### config.mk
export PLATFORM = sky130hd
export DESIGN_NAME = converte_binario_bcd_flat
export DESIGN_NICKNAME = d
export VERILOG_FILES = /design/src/rtl/converte_binario_bcd_pkg.sv /design/src/rtl/converte_binario_bcd_if.sv /design/src/rtl/converte_binario_bcd_ajusta_digito_bcd.sv /design/src/rtl/converte_binario_bcd.sv /design/src/flat_wrapper.sv
export SDC_FILE = /design/constraint.sdc
export NUM_CORES = 1
export LEC_CHECK = 0
export BUFFER_PORTS_ARGS = -buffer_cell sky130_fd_sc_hd__buf_2
export CAP_MARGIN = 20
export CORE_ASPECT_RATIO = 1.5
export CORE_UTILIZATION = 55
export CTS_CLUSTER_DIAMETER = 200
export DETAILED_ROUTE_END_ITERATION = 7
export PLACE_DENSITY = 0.77
export SLEW_MARGIN = 20
export SYNTH_ARGS = -nofsm -noshare
export SYNTH_HDL_FRONTEND = slang
export SYNTH_SLANG_ARGS = --single-unit
### constraint.sdc
create_clock -name clock -period 1.6 [get_ports clock]
set_input_delay 0.16 -clock clock [delete_from_list [all_inputs] [get_ports clock]]
set_output_delay 0.16 -clock clock [all_outputs]
set_load 0.01 [all_outputs]
### src/rtl/converte_binario_bcd_pkg.sv
// Shared types and constants for the binary-to-BCD converter.
// Holds FSM state encodings and BCD limits.
package converte_binario_bcd_pkg;

  typedef enum logic [1:0] {
    OCIOSO  = 2'd0,
    DESLOCA = 2'd1,
    FIM     = 2'd2
  } estado_t;

  localparam int BCD_WIDTH = 8;
  localparam int LIMITE_BCD = 99;
  localparam logic [BCD_WIDTH-1:0] BCD_SATURADO = 8'h99;

endpackage

### src/rtl/converte_binario_bcd_if.sv
// Start/done bus between controller and converter.
// master: drives binario/converte; slave: returns bcd/overflow/pronto/ocupado.
interface converte_binario_bcd_if #(
  parameter int LARGURA_BIN = 7
) ();

  logic [LARGURA_BIN-1:0] binario;
  logic                   converte;
  logic [7:0]             bcd;
  logic                   overflow;
  logic                   pronto;
  logic                   ocupado;

  modport master (
    output binario,
    output converte,
    input  bcd,
    input  overflow,
    input  pronto,
    input  ocupado
  );

  modport slave (
    input  binario,
    input  converte,
    output bcd,
    output overflow,
    output pronto,
    output ocupado
  );

endinterface

### src/rtl/converte_binario_bcd_ajusta_digito_bcd.sv
// Combinational add-3 cell for one BCD digit (double dabble).
// Ports: digito (4b in), ajustado (4b out) = digito>=5 ? digito+3 : digito.
module ajusta_digito_bcd (
  input  logic [3:0] digito,
  output logic [3:0] ajustado
);

  always_comb begin
    ajustado = digito;
    if (digito >= 4'd5) ajustado = digito + 4'd3;
  end

endmodule

### src/rtl/converte_binario_bcd.sv
// Sequential binary-to-BCD converter (shift-and-add-3).
// Ports: clock, reset (sync, active-low), bus (slave side of converte_binario_bcd_if).
module converte_binario_bcd
  import converte_binario_bcd_pkg::*;
#(
  parameter int LARGURA_BIN = 7
) (
  input  logic                  clock,
  input  logic                  reset,
  converte_binario_bcd_if.slave bus
);

  localparam int CW = 3;
  localparam logic [CW-1:0] ULTIMO = CW'(LARGURA_BIN - 1);
  localparam int TW = BCD_WIDTH + LARGURA_BIN;

  estado_t estado, prox;

  logic [LARGURA_BIN-1:0] desloc;
  logic [BCD_WIDTH-1:0]   acum;
  logic [BCD_WIDTH-1:0]   acum_aj;
  logic [CW-1:0]          cont;
  logic                   flag_ovf;
  logic [TW-1:0]          deslocado;
  logic                   aceita;

  logic [BCD_WIDTH-1:0] bcd_q, bcd_d;
  logic ovf_q, ovf_d;
  logic pronto_q, pronto_d;
  logic ocup_q, ocup_d;

  ajusta_digito_bcd u_dezena (
    .digito   (acum[7:4]),
    .ajustado (acum_aj[7:4])
  );

  ajusta_digito_bcd u_unidade (
    .digito   (acum[3:0]),
    .ajustado (acum_aj[3:0])
  );

  // Correction happens before the shift, so the
  // final shift leaves an uncorrected result.
  assign deslocado = {acum_aj, desloc} << 1;
  assign aceita = (estado == OCIOSO) && bus.converte;

  always_ff @(posedge clock) begin
    if (!reset) estado <= OCIOSO;
    else        estado <= prox;
  end

  always_comb begin
    prox = estado;
    unique case (estado)
      OCIOSO:  prox = bus.converte ? DESLOCA : OCIOSO;
      DESLOCA: prox = (cont == ULTIMO) ? FIM : DESLOCA;
      FIM:     prox = OCIOSO;
      default: prox = OCIOSO;
    endcase
  end

  // Next values of the registered outputs.
  always_comb begin
    bcd_d    = bcd_q;
    ovf_d    = ovf_q;
    pronto_d = 1'b0;
    // Busy stays up through the pronto cycle.
    ocup_d   = (prox != OCIOSO) || (estado == FIM);
    if (estado == FIM) begin
      bcd_d    = flag_ovf ? BCD_SATURADO : acum;
      ovf_d    = flag_ovf;
      pronto_d = 1'b1;
    end
  end

  always_ff @(posedge clock) begin
    if (!reset) begin
      bcd_q    <= '0;
      ovf_q    <= 1'b0;
      pronto_q <= 1'b0;
      ocup_q   <= 1'b0;
    end else begin
      bcd_q    <= bcd_d;
      ovf_q    <= ovf_d;
      pronto_q <= pronto_d;
      ocup_q   <= ocup_d;
    end
  end

  always_ff @(posedge clock) begin
    if (!reset) begin
      desloc   <= '0;
      acum     <= '0;
      cont     <= '0;
      flag_ovf <= 1'b0;
    end else if (aceita) begin
      desloc   <= bus.binario;
      acum     <= '0;
      cont     <= '0;
      flag_ovf <= 32'(bus.binario) > LIMITE_BCD;
    end else if (estado == DESLOCA) begin
      acum   <= deslocado[TW-1 -: BCD_WIDTH];
      desloc <= deslocado[LARGURA_BIN-1:0];
      cont   <= cont + CW'(1);
    end
  end

  assign bus.bcd      = bcd_q;
  assign bus.overflow = ovf_q;
  assign bus.pronto   = pronto_q;
  assign bus.ocupado  = ocup_q;

endmodule

### src/flat_wrapper.sv
// flat-port wrapper written by rule: the top's interface ports become plain ports
module converte_binario_bcd_flat import converte_binario_bcd_pkg::*;
#(
  parameter int LARGURA_BIN = 7
)
  (clock, reset, bus_binario, bus_converte, bus_bcd, bus_overflow, bus_pronto, bus_ocupado);
  converte_binario_bcd_if #(.LARGURA_BIN(LARGURA_BIN)) bus_i ();
  input  logic clock;
  input  logic reset;
  input wire logic [$bits(bus_i.binario)-1:0] bus_binario;
  input wire logic [$bits(bus_i.converte)-1:0] bus_converte;
  output wire logic [$bits(bus_i.bcd)-1:0] bus_bcd;
  output wire logic [$bits(bus_i.overflow)-1:0] bus_overflow;
  output wire logic [$bits(bus_i.pronto)-1:0] bus_pronto;
  output wire logic [$bits(bus_i.ocupado)-1:0] bus_ocupado;
  assign bus_i.binario = bus_binario;
  assign bus_i.converte = bus_converte;
  assign bus_bcd = bus_i.bcd;
  assign bus_overflow = bus_i.overflow;
  assign bus_pronto = bus_i.pronto;
  assign bus_ocupado = bus_i.ocupado;
  converte_binario_bcd #(.LARGURA_BIN(LARGURA_BIN)) u_core (.clock(clock), .reset(reset), .bus(bus_i));
endmodule
Yosys cells after proc, flatten, opt, wreduce, memory -nomap -nowiden
Index checks and enable logic that the tools add are counted. Widths: inputs -> output; s select.

Register bits after elaboration: 32. Input port bits: 10.

Add/sub/neg operators: 3. Order comparisons: 3. Equality and inequality tests: 3. Mux-type cells: 9. Bitwise gates (word level): 1. Reduce and logical (&&, ||, !) cells: 6.

Operators with widths (count): $mux 7 (2); $ge 4x3->1 const B (2); $mux 8 (1); $gt 7x7->1 const B (1); $add 4x2->4 const B (1); $mux 4 (1); $pmux 2 s2 (1); $reduce_bool 2->1 (2); $add 3x1->3 const B (1); $add 3x2->3 const B (1); $eq 3x3->1 const B (1); $mux 3 (1); $eq 2x1->1 const B (1); $eq 2x2->1 const B (1); $logic_not 2->1 (1); $mux 1 (2); $mux 2 (1); $reduce_or 2->1 (1); $logic_and 1x1->1 (1); $logic_or 1x1->1 (1); $not 1->1 (1).

Longest topological paths before layout
Gate-level depths: netlist of the first run.

Depth in word-level cells: 5. Depth in mapped cells: 6. Gate-level depth less buffers: 6.

Modules after synthesis
A second synthesis of the first run with hierarchy kept.

Cell total of the unflattened synthesis: 180. Area total of the unflattened synthesis: 1486.4 um^2.

Modules (own cells, without submodules): converte_binario_bcd (instances 1, cells each 148, area each 1283.7 um^2); ajusta_digito_bcd (instances 2, cells each 16, area each 101.3 um^2).

Worst setup path after synthesis of the first run
Ideal clock, no wire load.

Path kind: flip-flop to flip-flop. Start point: register u_core.acum[1]. End point: register u_core.acum[2]. Library setup time: 0.070 ns. Arrival time: 1.356 ns. Data required time: 1.530 ns. Slack: 0.174 ns. Cell stages (with the launch flop): 7. Period minus slack after synthesis: 1.426 ns. Path through: dfxtp_1 > inv_1 > ha_1 > nand2b_1 > a21oi_1 > mux2_2 > o2bb2ai_1.

Word-level cells in the longest chain between the ends: 2. Elaborated cells on any way between the ends: 3. Classes of those cells: add/sub: 1; order compare: 1; mux: 1.

RTL lines: from (decl) (line converte_binario_bcd.sv:20) `logic [BCD_WIDTH-1:0] acum;`; from (signal assigned) (line converte_binario_bcd.sv:102) `acum <= deslocado[TW-1 -: BCD_WIDTH];`; $add 4x2->4 or $ge 4x3->1 (tied branches) (line converte_binario_bcd_ajusta_digito_bcd.sv:10) `if (digito >= 4'd5) ajustado = digito + 4'd3;`; $mux 4 (*) (line converte_binario_bcd_ajusta_digito_bcd.sv:10).

Mark *: on every way between the ends. The rest lies on a longest branch, timed or not. A chain may end at the register's enable or synchronous reset.

Worst setup path in the final report of the first run
Same ends and word-level chain as after synthesis.

==> flow_summary.toml, run 1 <==
[worst_setup_path]
critPathLaunchType = "flip-flop"
cp_cell_sequence = "inv_1, ha_1, nand2b_1, a21oi_2, mux2_2, o2bb2ai_1"
crit_family = "flip-flops"
cpMaxStageDelayCell = "dfxtp_1"
crit_arrival_ps = 1760
path_buf_inv = 1
critPathKind = "reg -> reg"
path_max_fanout = 4
rrSetupSlack_ps = 110
end_kind = "flip-flop"
worstPathRequired_ps = 1880
critPathMaxStageDelay_ps = 370

[status]
status = "finished with violations"
violations = "DRC"

[route]
routed_wl_um = 2930
drc = 3
vias_per_cell = 5.77
drt-pass1-iter-count = 6
vias = 1195
routedWlPerCell_um = 14.2
drt_iter0_markers = 20
antenna_left = 0

[power_and_ir_drop]
p_per_area_nw_per_um2 = 965
p_leak_nw = 0.662
peakVddDrop_mv = 0.706

[sta]
max_freq_mhz = 672
rsz0062_at_grt = "false"
setup_viol = 0
drv_slew = 0
period_share_pct = 93.0
max_slew_margin_pct = 72.4
min_period_ps = 1490
hold_viol = 0
worstMarginPinSlew_ps = 413
fin_setup_tns_ps = 0
skew_ps = 7.46
layout_setup_ws_ps = 112

[die]
ioPinCount = 21
core_area_um2 = 2450
die_h_um = 64.0
die_x_um = 43.3
die_area_um2 = 2770
rows = 22
start_util_pct = 57.5

[logic_synthesis]
syn_avg_cell_area_um2 = 9.15
yosysSeqAreaShare_pct = 45.5
yosysTopAreaCell = "dfxtp_1"
syn_area_um2 = 1410
yosysWarnings = 0
synth_cell_types = 32
synth_top_cells_by_area = "dfxtp_1, a21boi_1, ha_1, nand2_1, a22oi_1"
synth_ff_type = "dfxtp_1"
synth_top_area_share_pct = 45.5
synth_seq_cells = 32
synth_edf_count = 0
synth_nets = 170
synthArstFlopShare_pct = 0
synthCells = 154

[finish]
finish.utilization_pct = 67.1
multiInputGateArea_um2 = 717
area_growth_pct = 16.6
drive_gt1_share_pct = 23.5
finish.net_count = 198
ff_latch_area_um2 = 641
fill_cells = 215
antenna_cells = 0

[place]
dp_slack_ps = 41.4
port_buffers = 20
gp_congestion = 0.809
dp.final_hpwl_um = 2170

[clock_tree]
clock_latency_ps = 340
holdBufCountCts = 0
cts.clk_slew.worst_paths_ps = 100
cts_inserted_buffers = 5
htreeDepth = 2
clock-sinks = 32
cts_tree = "done"
clock_tree.buffer_depth = 2
cts-root-buf = "clkbuf_4"

[global_route]
grt_start_max_net_pins = 15
grt_pass1_vias = 1234
grt_antenna_before_repair = 0
grt_use_total_pct = 25.0
grt.overflow.total = 0
grt_pass1_wl_um = 5220

[hold_path]
hold_path_class = "in -> reg"

[job]
maxCapViolCount = 0
==> worst min-delay path: cells and delay by family <==
kind                   cells  cell delay, ps
buffers and inverters      1             100
and+or+nand+nor            1              50
AOI/OAI and AO/OA          1              50
==> final timing paths <==
| path | from | to | cells after the start |
|---|---|---|---|
| min | bus_binario[0] | u_core.desloc[0] | 3 |
| max reg2reg | u_core.acum[1] | u_core.acum[2] | 6 |
| min reg2reg | u_core.bus.bcd[5] | u_core.bus.bcd[5] | 2 |
| max | u_core.acum[1] | u_core.acum[2] | 6 |
==> through the flow <==
| step | hold slack (ps) | instances | cell area, um2 | total power, mW |
|---|---|---|---|---|
| after floorplan | 295 | 154 | 1410 | 0.950 |
| after global placement | 402 | 197 | 1540 | 0.988 |
| after detailed placement | 418 | 197 | 1540 | 0.995 |
| after CTS | 56.3 | 205 | 1620 | 1.59 |
| after global routing | 53.1 | 207 | 1640 | 1.67 |
| final | 64.8 | 207 | 1640 | 1.59 |
==> synth_stat cells (2+ instances only) <==
master,count
clkbuf_1,3
nand2_1,20
a211oi_1,3
o21ai_0,3
dfxtp_1,32
nor2_1,12
a22oi_1,6
or3_1,3
nand2b_1,4
o2bb2ai_1,4
nor3b_1,5
mux2_2,2
nor2b_1,3
nand3b_1,2
ha_1,6
nand3_1,3
a21oi_1,7
inv_1,5
xnor2_1,2
a21boi_1,14
nor3_1,4
==> what timing repair did <==
item,CTS,global route
resized for setup,0,2
endpoints found under the setup margin,0,2
setup buffers,0,2
==> cell usage in the layout, fill, tap and decap left out, types with 2 or more instances in the layout <==
master | Yosys | final
a22oi_1 | 6 | 6
nand3_1 | 3 | 3
dfxtp_1 | 32 | 32
nor2_1 | 12 | 12
nor3b_1 | 5 | 5
clkbuf_4 | 0 | 5
nand2_1 | 20 | 20
nand3b_1 | 2 | 2
o2bb2ai_1 | 4 | 4
or3_1 | 3 | 3
a21oi_1 | 7 | 5
nor2b_1 | 3 | 3
buf_2 | 1 | 20
a21boi_1 | 14 | 14
buf_4 | 1 | 8
o21ai_0 | 3 | 3
a211oi_1 | 3 | 3
mux2_2 | 2 | 2
nor3_1 | 4 | 4
xnor2_1 | 2 | 2
ha_1 | 6 | 6
inv_1 | 5 | 5
a21oi_2 | 0 | 2
nand2b_1 | 4 | 4
==> per-layer routing <==
metal	GRT usage, %	up-vias	part of all wire, %
met5	0	-	0
met2	43.2	28	53
met4	12.5	0	2.6
li1	-	585	-
met1	26.8	575	41
met3	7.34	7	3.7
==> report_power, final <==
| part | internal (mW) | switching (mW) | leakage (nW) |
|---|---|---|---|
| sequential | 0.819 | 0.0179 | 0.260 |
| combinational | 0.0623 | 0.0796 | 0.360 |
| clock | 0.327 | 0.280 | 0.0422 |
==> cell type report <==
| cell class | instances | area share (%) |
|---|---|---|
| Multi-Input combinational cell | 110 | 43.6 |
| Clock buffer | 6 | 2.51 |
| Tap cell | 24 | 1.83 |
| Timing Repair Buffer | 28 | 9.75 |
| Sequential cell | 32 | 39.0 |
| Clock inverter | 2 | 2.13 |
| Inverter | 5 | 1.14 |
==> state kept, by name, summed over array words and instances, names as in the netlist <==
register / cells
u_core.bus.overflow: 1
u_core.desloc: 7
u_core.flag_ovf: 1
u_core.acum: 8
u_core.bus.pronto: 1
u_core.bus.bcd: 8
u_core.estado: 2
u_core.bus.ocupado: 1
u_core.cont: 3
==> cells by family after synthesis <==
| group | Yosys count | synth area share [%] |
|---|---|---|
| and+or+nand+nor | 62 | 23.3 |
| AOI/OAI and AO/OA | 37 | 18.3 |
| DFF | 32 | 45.5 |
| buffers and inverters | 12 | 4.17 |
| adders and majority gates | 6 | 5.33 |
| xor gates and xnor gates | 3 | 1.87 |
| muxes | 2 | 1.60 |
No activity file was read; power rests on OpenSTA's default activity.
==> inputs of run 2 (changes only) <==
- clock period: 1.6 -> 1.5 ns (I/O delays scaled with it)
==> flow_summary.toml, run 2 (same netlist as run 1, synthesis figures left out) <==
[route]
vias_per_cell = 5.63
antenna_left = 0
vias = 1172
routedWlPerCell_um = 13.6
drc = 2
drt_iter0_markers = 23
drt-pass1-iter-count = 6
routed_wl_um = 2820

[die]
rows = 22
core_area_um2 = 2450
die_h_um = 64.0
die_area_um2 = 2770
die_x_um = 43.3
start_util_pct = 57.5
ioPinCount = 21

[worst_setup_path]
rrSetupSlack_ps = 30
r2r_cells = 6
r2r-end = "u_core.acum[2]"
crit_arrival_ps = 1730
path_max_fanout = 4
critPathKind = "reg -> reg"
end_kind = "flip-flop"
critPathLaunchType = "flip-flop"
endpoint = "u_core.acum[2]"
worstPathRequired_ps = 1760
cp-startpoint = "u_core.acum[1]"
worstReg2RegStart = "u_core.acum[1]"

[global_route]
grt_use_total_pct = 24.5
grt_pass1_vias = 1203
grt_pass1_wl_um = 5050
grt_antenna_before_repair = 0
grt_start_max_net_pins = 16
grt.overflow.total = 0

[clock_tree]
cts.clk_slew.worst_paths_ps = 90
htreeDepth = 2
clock-sinks = 32
cts-root-buf = "clkbuf_4"
cts_inserted_buffers = 5
post_cts_buffers = 0
cts_tree = "done"
clock_tree.buffer_depth = 2
clock_latency_ps = 330

[power_and_ir_drop]
p_total_mw = 1.55
p_per_area_nw_per_um2 = 938
p_sw_share_pct = 24.1
p_sw_mw = 0.373
combPwrFrac_pct = 10.4
peakVddDrop_mv = 0.764
intPower_mw = 1.18
p_leak_nw = 0.659
seqPwrFrac_pct = 57.4
pwr-share-clk_pct = 32.2

[finish]
drive_gt1_share_pct = 27.7
instances_no_fill = 208
area_growth_pct = 17.1
final_common_cell = "dfxtp_1"
antenna_cells = 0
mostFrequentLayoutCells = "dfxtp_1, nand2_1, buf_2"
ff_latch_area_um2 = 643
finish.utilization_pct = 67.4
finish.net_count = 199
fill_cells = 210
multiInputGateArea_um2 = 732

[status]
status = "finished with violations"
violations = "DRC"

[job]
maxCapViolCount = 0

[sta]
drv_slew = 0
period_share_pct = 98.0
worstMarginPinSlew_ps = 418
whs_ps = 69.1
hold_viol = 0
setup_viol = 0
min_period_ps = 1470
max_freq_mhz = 681
skew_ps = 6.12
max_slew_margin_pct = 72.1

[place]
dp.final_hpwl_um = 2080
gp_congestion = 0.850
port_buffers = 20
placedCellCount = 200

[hold_path]
hold_path_class = "in -> reg"
whs_path_depth = 3
run 2: changes by cell type in the layout (fill, tap and decap cells not counted), sizes merged:
cell    before  now
clkinv       1    0
buf         28   29
clkbuf       6    8
bufinv       1    0
run 2: per-stage QoR:
stage,instance area [um2],setup WS (ps),TNS [ps]
6_report,1650,30.7,0
3_3_place_gp,1570,89.7,0
4_1_cts,1630,2.10,0
5_1_grt,1650,-8.55,-8.55
2_1_floorplan,1410,73.8,0
3_5_place_dp,1570,-14.8,-14.8
run 2: worst max-delay path: stages, from the launching register on:
cell	delay (ps)
dfxtp_2	350
inv_1	80
ha_1	180
nand2b_1	160
a21oi_2	170
mux2_2	350
o2bb2ai_1	120
run 2: cell type report:
cell class	instances	share of cell area, %
Clock buffer	8	3.56
Inverter	5	1.14
Multi-Input combinational cell	110	44.4
Sequential cell	32	39.0
Tap cell	24	1.82
Timing Repair Buffer	29	10.2
run 2: worst min-delay path by stage:
stage | slack (ps) | end | start
after floorplan | 280 | u_core.desloc[0] | bus_binario[0]
after global placement | 390 | u_core.desloc[0] | bus_binario[0]
after detailed placement | 410 | u_core.desloc[0] | bus_binario[0]
after CTS | 60 | u_core.desloc[0] | bus_binario[0]
after global routing | 50 | u_core.desloc[0] | bus_binario[0]
final | 70 | u_core.desloc[0] | bus_binario[0]
run 2: power by group through the flow:
stage | Combinational (mW) | Sequential, mW | Clock, mW
after floorplan | 0.107 | 0.907 | 0
after global placement | 0.151 | 0.907 | 0
after detailed placement | 0.158 | 0.909 | 0
after CTS | 0.159 | 0.889 | 0.514
after global routing | 0.181 | 0.893 | 0.554
final | 0.161 | 0.889 | 0.498
run 2: timing repair:
| action | CTS | global route |
|---|---|---|
| setup endpoints to repair | 2 | 3 |
| hold buffers | 0 | 0 |
| pin swaps | 0 | 2 |
| endpoints found under the hold margin | 0 | 0 |
| gates resized for setup | 2 | 8 |
run 2: per-layer routing:
layer	wire, um	GRT usage, %
met1	1110	25.9
met2	1510	43.4
met3	121	5.37
met4	80	13.3
met5	0	0
